## src/rtl/level_sensor_filter.sv

```systemverilog
`default_nettype none
// ============================================================================
// Module   : level_sensor_filter
// Purpose  : Debounces a three-probe water level sensor. Each probe bit is
//            brought into the clock domain by a two-flop synchronizer; a
//            small STABLE/CHECK state machine then accepts a new level only
//            after DEB_CYCLES consecutive identical samples that differ from
//            the currently accepted level.
// Options  : CONSISTENCY_CHECK_EN - when defined, an accepted candidate that
//            is not a physically possible level (anything other than 000,
//            001, 011, 111) is rejected: level is kept and err strobes for
//            one cycle instead of change_pulse. When undefined, every
//            candidate is accepted and err is tied low.
// Ports    : clock        - single clock, rising edge
//            reset        - asynchronous, active-high reset
//            sens_in[2:0] - raw probes, [0]=low [1]=mid [2]=high, 1=wet
//            level[2:0]   - debounced accepted level (registered)
//            level_valid  - 1 while no candidate change is pending
//            change_pulse - one-cycle strobe on every update of level
//            err          - one-cycle strobe on a rejected inconsistent level
// Revision : 1.0 - initial release
// ============================================================================
module level_sensor_filter #(
    parameter int DEB_CYCLES = 4
) (
    input  logic       clock,
    input  logic       reset,
    input  logic [2:0] sens_in,
    output logic [2:0] level,
    output logic       level_valid,
    output logic       change_pulse,
    output logic       err
);

    // Terminal count: the first matching sample loads cnt=1, so the
    // DEB_CYCLES-th consecutive sample is seen while cnt == DEB_CYCLES-1.
    localparam logic [7:0] c_CNT_LAST = 8'(DEB_CYCLES - 1);

    typedef enum logic [0:0] {
        STABLE = 1'b0,
        CHECK  = 1'b1
    } state_t;

    state_t     r_state;
    state_t     w_state_next;
    logic [2:0] r_sync1;
    logic [2:0] r_samp;
    logic [2:0] r_cand;
    logic [2:0] w_cand_next;
    logic [2:0] r_level;
    logic [2:0] w_level_next;
    logic [7:0] r_cnt;
    logic [7:0] w_cnt_next;
    logic       r_valid;
    logic       w_valid_next;
    logic       r_pulse;
    logic       w_pulse_next;

`ifdef CONSISTENCY_CHECK_EN
    logic       w_cand_bad;
    logic       r_err;
    logic       w_err_next;

    // Probes are stacked, so only "filled from the bottom" codes are real.
    always_comb begin
        w_cand_bad = !((r_cand == 3'b000) || (r_cand == 3'b001) ||
                       (r_cand == 3'b011) || (r_cand == 3'b111));
    end

    always_ff @(posedge clock or posedge reset) begin
        if (reset) begin
            r_err <= 1'b0;
        end else begin
            r_err <= w_err_next;
        end
    end

    assign err = r_err;
`else
    assign err = 1'b0;
`endif

    // Two-flop synchronizer per probe bit; r_samp is the sampled value.
    always_ff @(posedge clock or posedge reset) begin
        if (reset) begin
            r_sync1 <= 3'b000;
            r_samp  <= 3'b000;
        end else begin
            r_sync1 <= sens_in;
            r_samp  <= r_sync1;
        end
    end

    // State and datapath registers.
    always_ff @(posedge clock or posedge reset) begin
        if (reset) begin
            r_state <= STABLE;
            r_cand  <= 3'b000;
            r_cnt   <= 8'd0;
            r_level <= 3'b000;
            r_valid <= 1'b1;
            r_pulse <= 1'b0;
        end else begin
            r_state <= w_state_next;
            r_cand  <= w_cand_next;
            r_cnt   <= w_cnt_next;
            r_level <= w_level_next;
            r_valid <= w_valid_next;
            r_pulse <= w_pulse_next;
        end
    end

    // Next-state and output decode.
    always_comb begin
        w_state_next = r_state;
        w_cand_next  = r_cand;
        w_cnt_next   = r_cnt;
        w_level_next = r_level;
        w_pulse_next = 1'b0;
`ifdef CONSISTENCY_CHECK_EN
        w_err_next   = 1'b0;
`endif
        case (r_state)
            STABLE: begin
                if (r_samp != r_level) begin
                    w_cand_next  = r_samp;
                    w_cnt_next   = 8'd1;
                    w_state_next = CHECK;
                end
            end
            CHECK: begin
                if (r_samp == r_level) begin
                    // Glitch: input fell back to the accepted level.
                    w_cnt_next   = 8'd0;
                    w_state_next = STABLE;
                end else if (r_samp != r_cand) begin
                    // A third value appeared: restart the run on it.
                    w_cand_next = r_samp;
                    w_cnt_next  = 8'd1;
                end else if (r_cnt < c_CNT_LAST) begin
                    w_cnt_next = r_cnt + 8'd1;
                end else begin
                    w_cnt_next   = 8'd0;
                    w_state_next = STABLE;
`ifdef CONSISTENCY_CHECK_EN
                    if (w_cand_bad) begin
                        w_err_next = 1'b1;
                    end else begin
                        w_level_next = r_cand;
                        w_pulse_next = 1'b1;
                    end
`else
                    w_level_next = r_cand;
                    w_pulse_next = 1'b1;
`endif
                end
            end
            default: begin
                w_cnt_next   = 8'd0;
                w_state_next = STABLE;
            end
        endcase
        // Valid goes low in the cycle after a candidate is first seen.
        w_valid_next = (w_state_next == STABLE);
    end

    assign level        = r_level;
    assign level_valid  = r_valid;
    assign change_pulse = r_pulse;

endmodule
`default_nettype wire

```

## config.mk

```make
export PLATFORM = sky130hd
export DESIGN_NAME = level_sensor_filter
export DESIGN_NICKNAME = d
export VERILOG_FILES = /design/src/rtl/level_sensor_filter.sv
export SDC_FILE = /design/constraint.sdc
export NUM_CORES = 1
export LEC_CHECK = 0
export BUFFER_PORTS_ARGS = -buffer_cell sky130_fd_sc_hd__buf_2
export CAP_MARGIN = 20
export CORE_UTILIZATION = 45
export DETAILED_ROUTE_END_ITERATION = 10
export HOLD_SLACK_MARGIN = 0.06
export PLACE_DENSITY_LB_ADDON = 0.25
export SYNTH_ARGS = -nofsm -noshare
export SYNTH_HDL_FRONTEND = slang
export SYNTH_SLANG_ARGS = --single-unit
```

## constraint.sdc

```tcl
create_clock -name clock -period 2.18 [get_ports clock]
set_input_delay 0.109 -clock clock [delete_from_list [all_inputs] [get_ports clock]]
set_output_delay 0.109 -clock clock [all_outputs]
set_load 0.05 [all_outputs]
```

==> results of run 1 <==
[sequential cells by signal, summed over array words and instances (netlist names)]
| signal | cells |
|---|---|
| r_cnt | 8 |
| level | 3 |
| r_cand | 3 |
| r_samp | 3 |
| r_sync1 | 3 |
| change_pulse | 1 |
| level_valid | 1 |
| r_state | 1 |
[worst max path at each step]
| stage | from | to | slack, ps | depth (start not counted) |
|---|---|---|---|---|
| after floorplan | r_cnt[0]$_DFFE_PP0P_ | level[0]$_DFFE_PP0P_ | 340 | 5 |
| after global placement | r_cnt[0]$_DFFE_PP0P_ | level[0]$_DFFE_PP0P_ | 290 | 5 |
| after detailed placement | r_cnt[0]$_DFFE_PP0P_ | level[0]$_DFFE_PP0P_ | 240 | 5 |
| after CTS | r_cnt[0]$_DFFE_PP0P_ | level[0]$_DFFE_PP0P_ | 220 | 5 |
| after global routing | r_cnt[0]$_DFFE_PP0P_ | level[0]$_DFFE_PP0P_ | 110 | 5 |
| final | r_cnt[0]$_DFFE_PP0P_ | level[0]$_DFFE_PP0P_ | 200 | 5 |
[layer usage]
metal | track usage | vias to the layer above
li1 | - | 246
met3 | 0.0235 | 4
met2 | 0.231 | 11
met5 | 0 | -
met1 | 0.220 | 242
met4 | 0.106 | 0
[through the flow]
stage	hold WS [ps]	std cells	utilization	worst slack [ps]	power, mW
final	359	107	0.569	202	0.947
after global routing	368	107	0.569	108	1.01
after CTS	361	107	0.569	221	0.953
after detailed placement	219	99	0.531	238	0.761
after global placement	219	99	0.531	294	0.755
after floorplan	110	67	-	336	0.712
[cells by family after synthesis]
logic type               Yosys count  share of synthesized area
adder cells (fa/ha/maj)            1                     0.0140
flip-flops                        23                      0.646
AO/OA/AOI/OAI                      4                     0.0294
buffers and inverters              5                     0.0266
multiplexers                       3                     0.0504
XOR/XNOR                           6                     0.0588
AND/OR/NAND/NOR                   24                      0.171
other                              1                    0.00420
[cell usage in the layout, fill, tap and decap left out, types with 3 or more instances in the layout]
master / count
sky130_fd_sc_hd__nand2_1: 10
sky130_fd_sc_hd__buf_2: 9
sky130_fd_sc_hd__dfrtp_1: 22
sky130_fd_sc_hd__xnor2_1: 6
sky130_fd_sc_hd__and2_1: 6
sky130_fd_sc_hd__mux2_4: 3
sky130_fd_sc_hd__inv_1: 3
sky130_fd_sc_hd__dlygate4sd3_1: 4
sky130_fd_sc_hd__clkbuf_4: 3
[layout make-up]
cell class / count / area [µm²]
inverter: 3 / 11.3
sequential: 23 / 577
clock buffer: 3 / 22.5
clock inverter: 1 / 5.00
tap: 25 / 31.3
timing repair buffer: 13 / 85.1
fill: 153 / 777
multi-input combinational: 39 / 293
[power breakdown]
part           switching [mW]  total, mW  internal (mW)  leakage, nW
Clock                   0.122      0.191         0.0684       0.0177
Sequential             0.0429      0.521          0.478        0.287
Combinational           0.148      0.235         0.0877        0.197
Total                   0.313      0.947          0.634        0.502
[Yosys cell counts]
cell type                   instances  area (µm²)
sky130_fd_sc_hd__dfrtp_1           22         551
sky130_fd_sc_hd__nand2_1           10        37.5
sky130_fd_sc_hd__and2_1             6        37.5
sky130_fd_sc_hd__xnor2_1            6        52.6
sky130_fd_sc_hd__inv_1              3        11.3
sky130_fd_sc_hd__mux2_4             3        45.0
sky130_fd_sc_hd__a21oi_1            1        5.00
sky130_fd_sc_hd__and3_1             1        6.26
sky130_fd_sc_hd__buf_2              1        5.00
sky130_fd_sc_hd__buf_4              1        7.51
sky130_fd_sc_hd__conb_1             1        3.75
sky130_fd_sc_hd__dfstp_2            1        26.3
sky130_fd_sc_hd__ha_1               1        12.5
sky130_fd_sc_hd__nand3_1            1        5.00
sky130_fd_sc_hd__nand3b_1           1        7.51
sky130_fd_sc_hd__nand4_1            1        6.26
sky130_fd_sc_hd__nor2_1             1        3.75
sky130_fd_sc_hd__nor3_4             1        16.3
sky130_fd_sc_hd__nor4_4             1        21.3
sky130_fd_sc_hd__o21ai_0            1        5.00
sky130_fd_sc_hd__o2bb2ai_1          1        8.76
sky130_fd_sc_hd__o31ai_1            1        7.51
sky130_fd_sc_hd__or4_4              1        11.3
[critical path, stage by stage, from the launching register on]
cell	delay (ps)
sky130_fd_sc_hd__dfrtp_1	420
sky130_fd_sc_hd__ha_1	210
sky130_fd_sc_hd__or4_4	550
sky130_fd_sc_hd__nor4_4	300
sky130_fd_sc_hd__nor3_4	100
sky130_fd_sc_hd__mux2_4	310
==> implementation parameters, run 1 <==
Parameter                              Value

Pwr
  Power density normalized to cell area    924 nW/µm²
  Reported leakage power    0.502 nW
  Worst vdd rail ir drop    0.475 mV

Floorplan
  Die area    2170 µm²
  I/O Pins    11
  Num rows    15
  Die X    46.6 µm
  Starting density of the core    0.496
  Chip height    46.6 µm
  Placeable Area    1800 µm²

STA
  F_max    506 MHz
  Clock period minus worst slack    1980 ps
  Count of final setup violators    0
  Setup repair after global routing missed its margin    false
  Count of final max-slew check failures    0
  Max-slew headroom    0.438
  Number of hold-slack violations in the final timing report    0
  Setup TNS after final layout    0 ps
  Slew at the pin closest to its max-slew limit    842 ps
  Maximum clock skew at final layout    6.41 ps
  Period Utilization, post-route    0.907

Route
  Drt wl/cell    12.8 µm
  Met1 wire length    685 µm
  Met3 WL    20 µm
  Drt pass-1 iters    3
  Uppermost metal layer occupied by signal nets    met4
  Remaining design rule violation count    0
  Routed vias    503
  Met2 wire length    632 µm
  Initial drt markers    8
  Drt via density    4.70
  DRT antenna net count    0
  Total wire length after detailed routing    1.37 mm

Critical path
  Worst R2R Start    r_cnt[0]$_DFFE_PP0P_
  Startpoint type of the worst setup path    register
  Register-to-register setup slack    200 ps
  End of the worst register-to-register path    level[0]$_DFFE_PP0P_
  CP Class    reg -> reg
  Largest driver fanout on the critical path    4
  Worst path arrival time    2180 ps
  Kind of capture point of the worst setup path    register
  Worst path required time    2380 ps
  Cell count of the worst reg-to-reg path    5

Yosys
  Post-synthesis cell type count    23
  Average size of a mapped cell    13.3 µm²
  Sequential-to-total area share from yosys stat    0.646
  Cell count after synthesis    67
  Number of flip-flops and latches in the synthesized netlist    23
  Yosys warns    0
  Number of nets in the synthesized netlist    73
  Synthesized cell area    893 µm²

Placement
  Port Buf Inserts    9
  Placed instance area    957 µm²
  GP Congestion    0.694

Outcome
  Run status    completed

Global routing
  Vias in the first global route    482
  Antenna violations before repair    0
  First-pass GRT wire length    2.24 mm
  Overall track demand over capacity in global routing    0.160
  Pin count of the biggest net entering global routing    24
  Final global-route overflow total    0

Clock tree
  Maximum level of the CTS H-tree    1
  Clock buffer count from CTS    3
  Clock tree from TritonCTS    done
  Reg clk slew, reported paths    120 ps
  Total clock sinks    23
  Clk_lat worst skew    300 ps
  CTS Hold Buffers Added    4
  Maximum root-to-sink buffer count    2
  Setup fix buffers added after clock tree synthesis    0
  CTS Root Buffer Type    sky130_fd_sc_hd__clkbuf_4
  Post-cts gate resize count    0

Finish
  Share of post-route cells with drive strength above 1    0.244
  Area delta synth->final    14.7%
  Nets    89
  Final std cell area, no fill    1020 µm²
  Count of antenna diodes in the layout    0

Hold path
  Kind of path behind the tightest hold check    reg -> reg
  Beginning of the worst hold path    r_sync1[1]$_DFF_PP0_
  Worst Hold Endpoint    r_samp[1]$_DFF_PP0_
  Hold-critical path depth    0

Flow run
  Max_cap viols    0
Power figures use the tool's default switching activity.
==> run 2: changes to the inputs <==
Clock period 2.18 ns to 2.03 ns, I/O delays scaled along.
==> run 2 against run 1 <==
  * Register-to-register slack got worse by 80 ps
  * Critical path type unchanged
  * Design area rose by 2.4%
  * Largest cell class unchanged
  * Maximum frequency rose by 3.7%
  * Critical endpoint unchanged
  * Die area did not move
==> implementation parameters, run 2 (synthesis results as in run 1) <==
Parameter                              Value

Floorplan
  Placeable Area    1800 µm² (unchanged)
  Chip height    46.6 µm (unchanged)
  Die area    2170 µm² (unchanged)
  Num rows    15 (unchanged)
  Starting density of the core    0.496 (unchanged)
  I/O Pins    11 (unchanged)
  Die X    46.6 µm (unchanged)

Clock tree
  Clock tree from TritonCTS    done (unchanged)
  Reg clk slew, reported paths    120 ps (about the same)
  Clock buffer count from CTS    3 (unchanged)
  Maximum level of the CTS H-tree    1 (unchanged)
  CTS Root Buffer Type    sky130_fd_sc_hd__clkbuf_4 (unchanged)
  Clk_lat worst skew    300 ps (about the same)
  Total clock sinks    23 (unchanged)
  Maximum root-to-sink buffer count    2 (unchanged)

Global routing
  Vias in the first global route    482 (unchanged)
  Overall track demand over capacity in global routing    0.160 (unchanged)
  Antenna violations before repair    0 (unchanged)
  Final global-route overflow total    0 (unchanged)
  Pin count of the biggest net entering global routing    24 (unchanged)
  First-pass GRT wire length    2.24 mm (unchanged)

STA
  Setup repair after global routing missed its margin    false (unchanged)
  Count of final setup violators    0 (unchanged)
  Hold slack    361 ps (was 359 ps)
  Count of final max-slew check failures    0 (unchanged)
  Setup TNS after final layout    0 ps (unchanged)
  Period Utilization, post-route    0.940 (was 0.907)
  Maximum clock skew at final layout    5.06 ps (was 6.41 ps)
  Worst setup slack after layout    122 ps (was 202 ps)
  Clock period minus worst slack    1910 ps (was 1980 ps)
  Number of hold-slack violations in the final timing report    0 (unchanged)
  F_max    524 MHz (was 506 MHz)
  Slew at the pin closest to its max-slew limit    834 ps (was 842 ps)
  Max-slew headroom    0.443 (was 0.438)

Placement
  Port Buf Inserts    9 (unchanged)
  Pre-CTS setup slack    88.4 ps (was 238 ps)
  GP Congestion    0.694 (unchanged)

Finish
  Share of post-route cells with drive strength above 1    0.282 (was 0.244)
  Area delta synth->final    17.5% (was 14.7%)
  Number of flip-flops under the largest register name    8 (unchanged)
  Leading cell type in the layout, fill and taps excluded    sky130_fd_sc_hd__dfrtp_1 (unchanged)
  Nets    92 (was 89)
  Leading cell types in the layout, fill and taps excluded    sky130_fd_sc_hd__dfrtp_1, sky130_fd_sc_hd__nand2_1, sky130_fd_sc_hd__buf_2 (unchanged)
  Count of antenna diodes in the layout    0 (unchanged)
  Register with the most flip-flops    r_cnt (unchanged)

Critical path
  CP Class    reg -> reg (unchanged)
  Cell count of the worst reg-to-reg path    5 (unchanged)
  Kind of capture point of the worst setup path    register (unchanged)
  Startpoint type of the worst setup path    register (unchanged)
  End of the worst register-to-register path    level[0]$_DFFE_PP0P_ (unchanged)
  Worst path arrival time    2110 ps (was 2180 ps)
  Register-to-register setup slack    120 ps (was 200 ps)
  Worst R2R Start    r_cnt[0]$_DFFE_PP0P_ (unchanged)
  First element of the critical path    r_cnt[0]$_DFFE_PP0P_ (unchanged)
  Worst path required time    2230 ps (was 2380 ps)
  Worst setup path endpoint    level[0]$_DFFE_PP0P_ (unchanged)
  Largest driver fanout on the critical path    4 (unchanged)

Route
  Remaining design rule violation count    0 (unchanged)
  Initial drt markers    12 (was 8)
  Total wire length after detailed routing    1.43 mm (was 1.37 mm)
  Routed vias    514 (was 503)
  DRT antenna net count    0 (unchanged)
  Drt pass-1 iters    4 (was 3)
  Drt via density    4.67 (was 4.70)
  Drt wl/cell    13.0 µm (was 12.8 µm)

Flow run
  Max_cap viols    0 (unchanged)

Hold path
  Kind of path behind the tightest hold check    reg -> reg (unchanged)

Pwr
  Reported leakage power    0.513 nW (was 0.502 nW)
  Worst vdd rail ir drop    0.508 mV (was 0.475 mV)
  Power density normalized to cell area    996 nW/µm² (was 924 nW/µm²)

Outcome
  Run status    completed (unchanged)
-- run 2: cell count changes in the layout (fill, tap and decap cells not counted) --
cell                    previous run  this run
sky130_fd_sc_hd__buf_4             0         3
sky130_fd_sc_hd__ha_1              1         0
sky130_fd_sc_hd__ha_2              0         1
-- run 2: layer usage --
metal | wire (µm) | GRT usage
met4 | 29 | 0.106
met3 | 28 | 0.0235
met2 | 656 | 0.231
met5 | 0 | 0
met1 | 710 | 0.220
-- run 2: worst min path at each step --
stage,start,to,slack [ps],cells past startpoint
2_1_floorplan,reset,change_pulse$_DFF_PP0_,100,1
3_3_place_gp,sens_in[2],r_sync1[2]$_DFF_PP0_,210,1
3_5_place_dp,sens_in[0],r_sync1[0]$_DFF_PP0_,210,1
4_1_cts,r_sync1[1]$_DFF_PP0_,r_samp[1]$_DFF_PP0_,360,0
5_1_grt,r_sync1[1]$_DFF_PP0_,r_samp[1]$_DFF_PP0_,370,0
6_report,r_sync1[1]$_DFF_PP0_,r_samp[1]$_DFF_PP0_,360,0
-- run 2: cell type report --
type | instances | area (µm²)
Clock buffer | 3 | 22.5
Multi-Input combinational cell | 39 | 295
Fill cell | 150 | 752
Clock inverter | 1 | 5.00
Inverter | 3 | 11.3
Timing Repair Buffer | 16 | 108
Tap cell | 25 | 31.3
Sequential cell | 23 | 577
-- run 2: worst max-delay path, stage by stage, from the launching register on --
cell	delay, ps
sky130_fd_sc_hd__dfrtp_1	420
sky130_fd_sc_hd__ha_2	190
sky130_fd_sc_hd__or4_4	430
sky130_fd_sc_hd__nor4_4	350
sky130_fd_sc_hd__nor3_4	110
sky130_fd_sc_hd__mux2_4	310
-- run 2: timing repair --
item	in CTS	in global routing
hold buffers	4	0
resized for setup	0	1
hold endpoints to repair	25	0
endpoints found under the setup margin	0	3
buffers inserted	0	3
-- run 2: where the power goes --
| group | switching (mW) | leakage [nW] | internal, mW |
|---|---|---|---|
| registers | 0.0469 | 0.287 | 0.513 |
| clock network | 0.132 | 0.0177 | 0.0735 |
| logic | 0.165 | 0.208 | 0.115 |
-- run 2: metrics by stage --
step / std cells / area [µm²] / total power [mW] / util
finish: 110 / 1050 / 1.05 / 0.583
global route: 110 / 1050 / 1.11 / 0.583
CTS: 107 / 1020 / 1.02 / 0.569
detailed placement: 99 / 957 / 0.817 / 0.531
global placement: 99 / 957 / 0.811 / 0.531
floorplan: 67 / 893 / 0.765 / -
==> run 3: changes to the inputs <==
Settings changed: CELL_PAD_IN_SITES_DETAIL_PLACEMENT from default to 2, CELL_PAD_IN_SITES_GLOBAL_PLACEMENT from default to 2, CORE_UTILIZATION 45 to 37.
==> run 3 against run 2 <==
  * Clock skew down 2.6 ps
  * Flip-flop and latch count unchanged
  * Via count up 3.3%
  * Sequential share of layout area up 1.1 points
  * Count of clock-buffer cells in the layout up 1
  * Register-to-register slack worse by 20 ps
==> implementation parameters, run 3 (synthesis results as in run 1) <==
Parameter                              Value

Floorplan
  Die area    2610 µm² (was 2170 µm²)
  Die X    51.1 µm (was 46.6 µm)
  Chip height    51.1 µm (was 46.6 µm)
  Placeable Area    2230 µm² (was 1800 µm²)
  I/O Pins    11 (unchanged)
  Num rows    17 (was 15)
  Starting density of the core    0.400 (was 0.496)

Clock tree
  Clock tree from TritonCTS    done (unchanged)
  Setup fix buffers added after clock tree synthesis    0 (unchanged)
  Clk_lat worst skew    310 ps (was 300 ps)
  Clock buffer count from CTS    3 (unchanged)
  Total clock sinks    23 (unchanged)
  CTS Root Buffer Type    sky130_fd_sc_hd__clkbuf_4 (unchanged)
  Maximum root-to-sink buffer count    2 (unchanged)
  Maximum level of the CTS H-tree    1 (unchanged)
  Reg clk slew, reported paths    120 ps (about the same)

Hold path
  Kind of path behind the tightest hold check    reg -> reg (unchanged)
  Beginning of the worst hold path    r_sync1[1]$_DFF_PP0_ (unchanged)

STA
  Maximum clock skew at final layout    2.48 ps (was 5.06 ps)
  Period Utilization, post-route    0.948 (was 0.940)
  Setup repair after global routing missed its margin    false (unchanged)
  Count of final max-slew check failures    0 (unchanged)
  Number of hold-slack violations in the final timing report    0 (unchanged)
  Max-slew headroom    0.429 (was 0.443)
  Setup TNS after final layout    0 ps (unchanged)
  F_max    519 MHz (was 524 MHz)
  Clock period minus worst slack    1920 ps (was 1910 ps)
  Count of final setup violators    0 (unchanged)
  Slew at the pin closest to its max-slew limit    856 ps (was 834 ps)
  Hold slack    364 ps (was 361 ps)

Placement
  GP Congestion    0.713 (was 0.694)
  Port Buf Inserts    9 (unchanged)
  Placed instance area    961 µm² (was 957 µm²)
  Detailed-placement wirelength estimate    1.25 mm

Global routing
  Antenna violations before repair    0 (unchanged)
  First-pass GRT wire length    2.91 mm (was 2.24 mm)
  Overall track demand over capacity in global routing    0.164 (was 0.160)
  Final global-route overflow total    0 (unchanged)
  Vias in the first global route    601 (was 482)
  Pin count of the biggest net entering global routing    24 (unchanged)

Flow run
  Max_cap viols    0 (unchanged)

Pwr
  Power density normalized to cell area    1010 nW/µm² (was 996 nW/µm²)
  Reported leakage power    0.498 nW (was 0.513 nW)
  Worst vdd rail ir drop    0.524 mV (was 0.508 mV)

Finish
  Register with the most flip-flops    r_cnt (unchanged)
  Leading cell types in the layout, fill and taps excluded    sky130_fd_sc_hd__dfrtp_1, sky130_fd_sc_hd__nand2_1, sky130_fd_sc_hd__buf_2 (unchanged)
  Area delta synth->final    15.3% (was 17.5%)
  Leading cell type in the layout, fill and taps excluded    sky130_fd_sc_hd__dfrtp_1 (unchanged)
  Share of post-route cells with drive strength above 1    0.244 (was 0.282)
  Post-layout util    0.461 (was 0.583)
  Count of antenna diodes in the layout    0 (unchanged)
  Number of flip-flops under the largest register name    8 (unchanged)
  Nets    89 (was 92)
  Final std cell area, no fill    1030 µm² (was 1050 µm²)

Critical path
  Sequence of cells on the critical path    ha_2, or4_4, nor4_4, nor3_4, mux2_4 (unchanged)
  Worst R2R Start    r_cnt[1]$_DFFE_PP0P_ (was r_cnt[0]$_DFFE_PP0P_)
  Worst path top cell family by delay    simple AND/OR/NAND/NOR gates (unchanged)
  Startpoint type of the worst setup path    register (unchanged)
  Worst path arrival time    2140 ps (was 2110 ps)
  Worst path required time    2240 ps (was 2230 ps)
  Number of buffers and inverters on the critical path    0 (unchanged)
  Largest driver fanout on the critical path    4 (unchanged)
  Kind of capture point of the worst setup path    register (unchanged)
  CP Class    reg -> reg (unchanged)
  First element of the critical path    r_cnt[1]$_DFFE_PP0P_ (was r_cnt[0]$_DFFE_PP0P_)
  Max stage delay on crit path    420 ps (was 430 ps)
  Max stage delay cell, worst path    sky130_fd_sc_hd__dfrtp_1 (was sky130_fd_sc_hd__or4_4)

Route
  Met1 wire length    722 µm (was 710 µm)
  DRT antenna net count    0 (unchanged)
  Remaining design rule violation count    0 (unchanged)
  Drt via density    4.83 (was 4.67)
  Met2 wire length    906 µm (was 656 µm)
  Total wire length after detailed routing    1.70 mm (was 1.43 mm)
  Drt wl/cell    15.4 µm (was 13.0 µm)
  Routed vias    531 (was 514)
  Uppermost metal layer occupied by signal nets    met4 (unchanged)
  Drt pass-1 iters    3 (was 4)
  Initial drt markers    2 (was 12)
  Met3 WL    49 µm (was 28 µm)

Outcome
  Run status    completed (unchanged)
run 3: metrics by stage:
step / setup WS (ps) / power, mW / std cells
finish: 105 / 1.04 / 110
global route: 37.5 / 1.10 / 110
CTS: 54.5 / 1.05 / 110
detailed placement: 64.6 / 0.828 / 102
global placement: 134 / 0.813 / 102
floorplan: 186 / 0.765 / 67
run 3: power by group:
part	internal (mW)	total, mW	switching [mW]
Clock	0.0768	0.212	0.135
Combinational	0.0973	0.264	0.167
Sequential	0.513	0.559	0.0457
Total	0.687	1.04	0.348
run 3: repair_timing:
action	CTS	global route
endpoints found under the hold margin	25	0
resized for setup	0	1
hold buffers	4	0
endpoints found under the setup margin	0	2
run 3: worst reg2reg max path, cell delays in order (launching register included):
cell	delay, ps
sky130_fd_sc_hd__dfrtp_1	420
sky130_fd_sc_hd__ha_2	190
sky130_fd_sc_hd__or4_4	420
sky130_fd_sc_hd__nor4_4	370
sky130_fd_sc_hd__nor3_4	110
sky130_fd_sc_hd__mux2_4	310
run 3: path summary, 6_finish.rpt:
| path | depth (start not counted) | slack, ps | end |
|---|---|---|---|
| max in group asynchronous | 3 | 1010 | r_state$_DFF_PP0_ |
| min in group asynchronous | 3 | 490 | r_sync1[0]$_DFF_PP0_ |
| hold / removal | 0 | 360 | r_samp[1]$_DFF_PP0_ |
| setup / recovery | 5 | 110 | level[1]$_DFFE_PP0P_ |
| hold reg to reg | 0 | 360 | r_samp[1]$_DFF_PP0_ |
| setup reg to reg | 5 | 110 | level[1]$_DFFE_PP0P_ |
run 3: final cells by class:
| class | count | area, µm² |
|---|---|---|
| multi-input cells | 39 | 295 |
| flip-flops and latches | 23 | 577 |
| fillers | 225 | 1200 |
| well taps | 28 | 35.0 |
| inverters | 3 | 11.3 |
| clock buffers | 4 | 26.3 |
| repair buffers | 13 | 85.1 |
run 3: metal layers:
metal  global-route usage  vias to the layer above
li1                     -                      246
met1                0.198                      273
met2                0.272                       10
met3               0.0357                        2
met4               0.0833                        0
met5                    0                        -
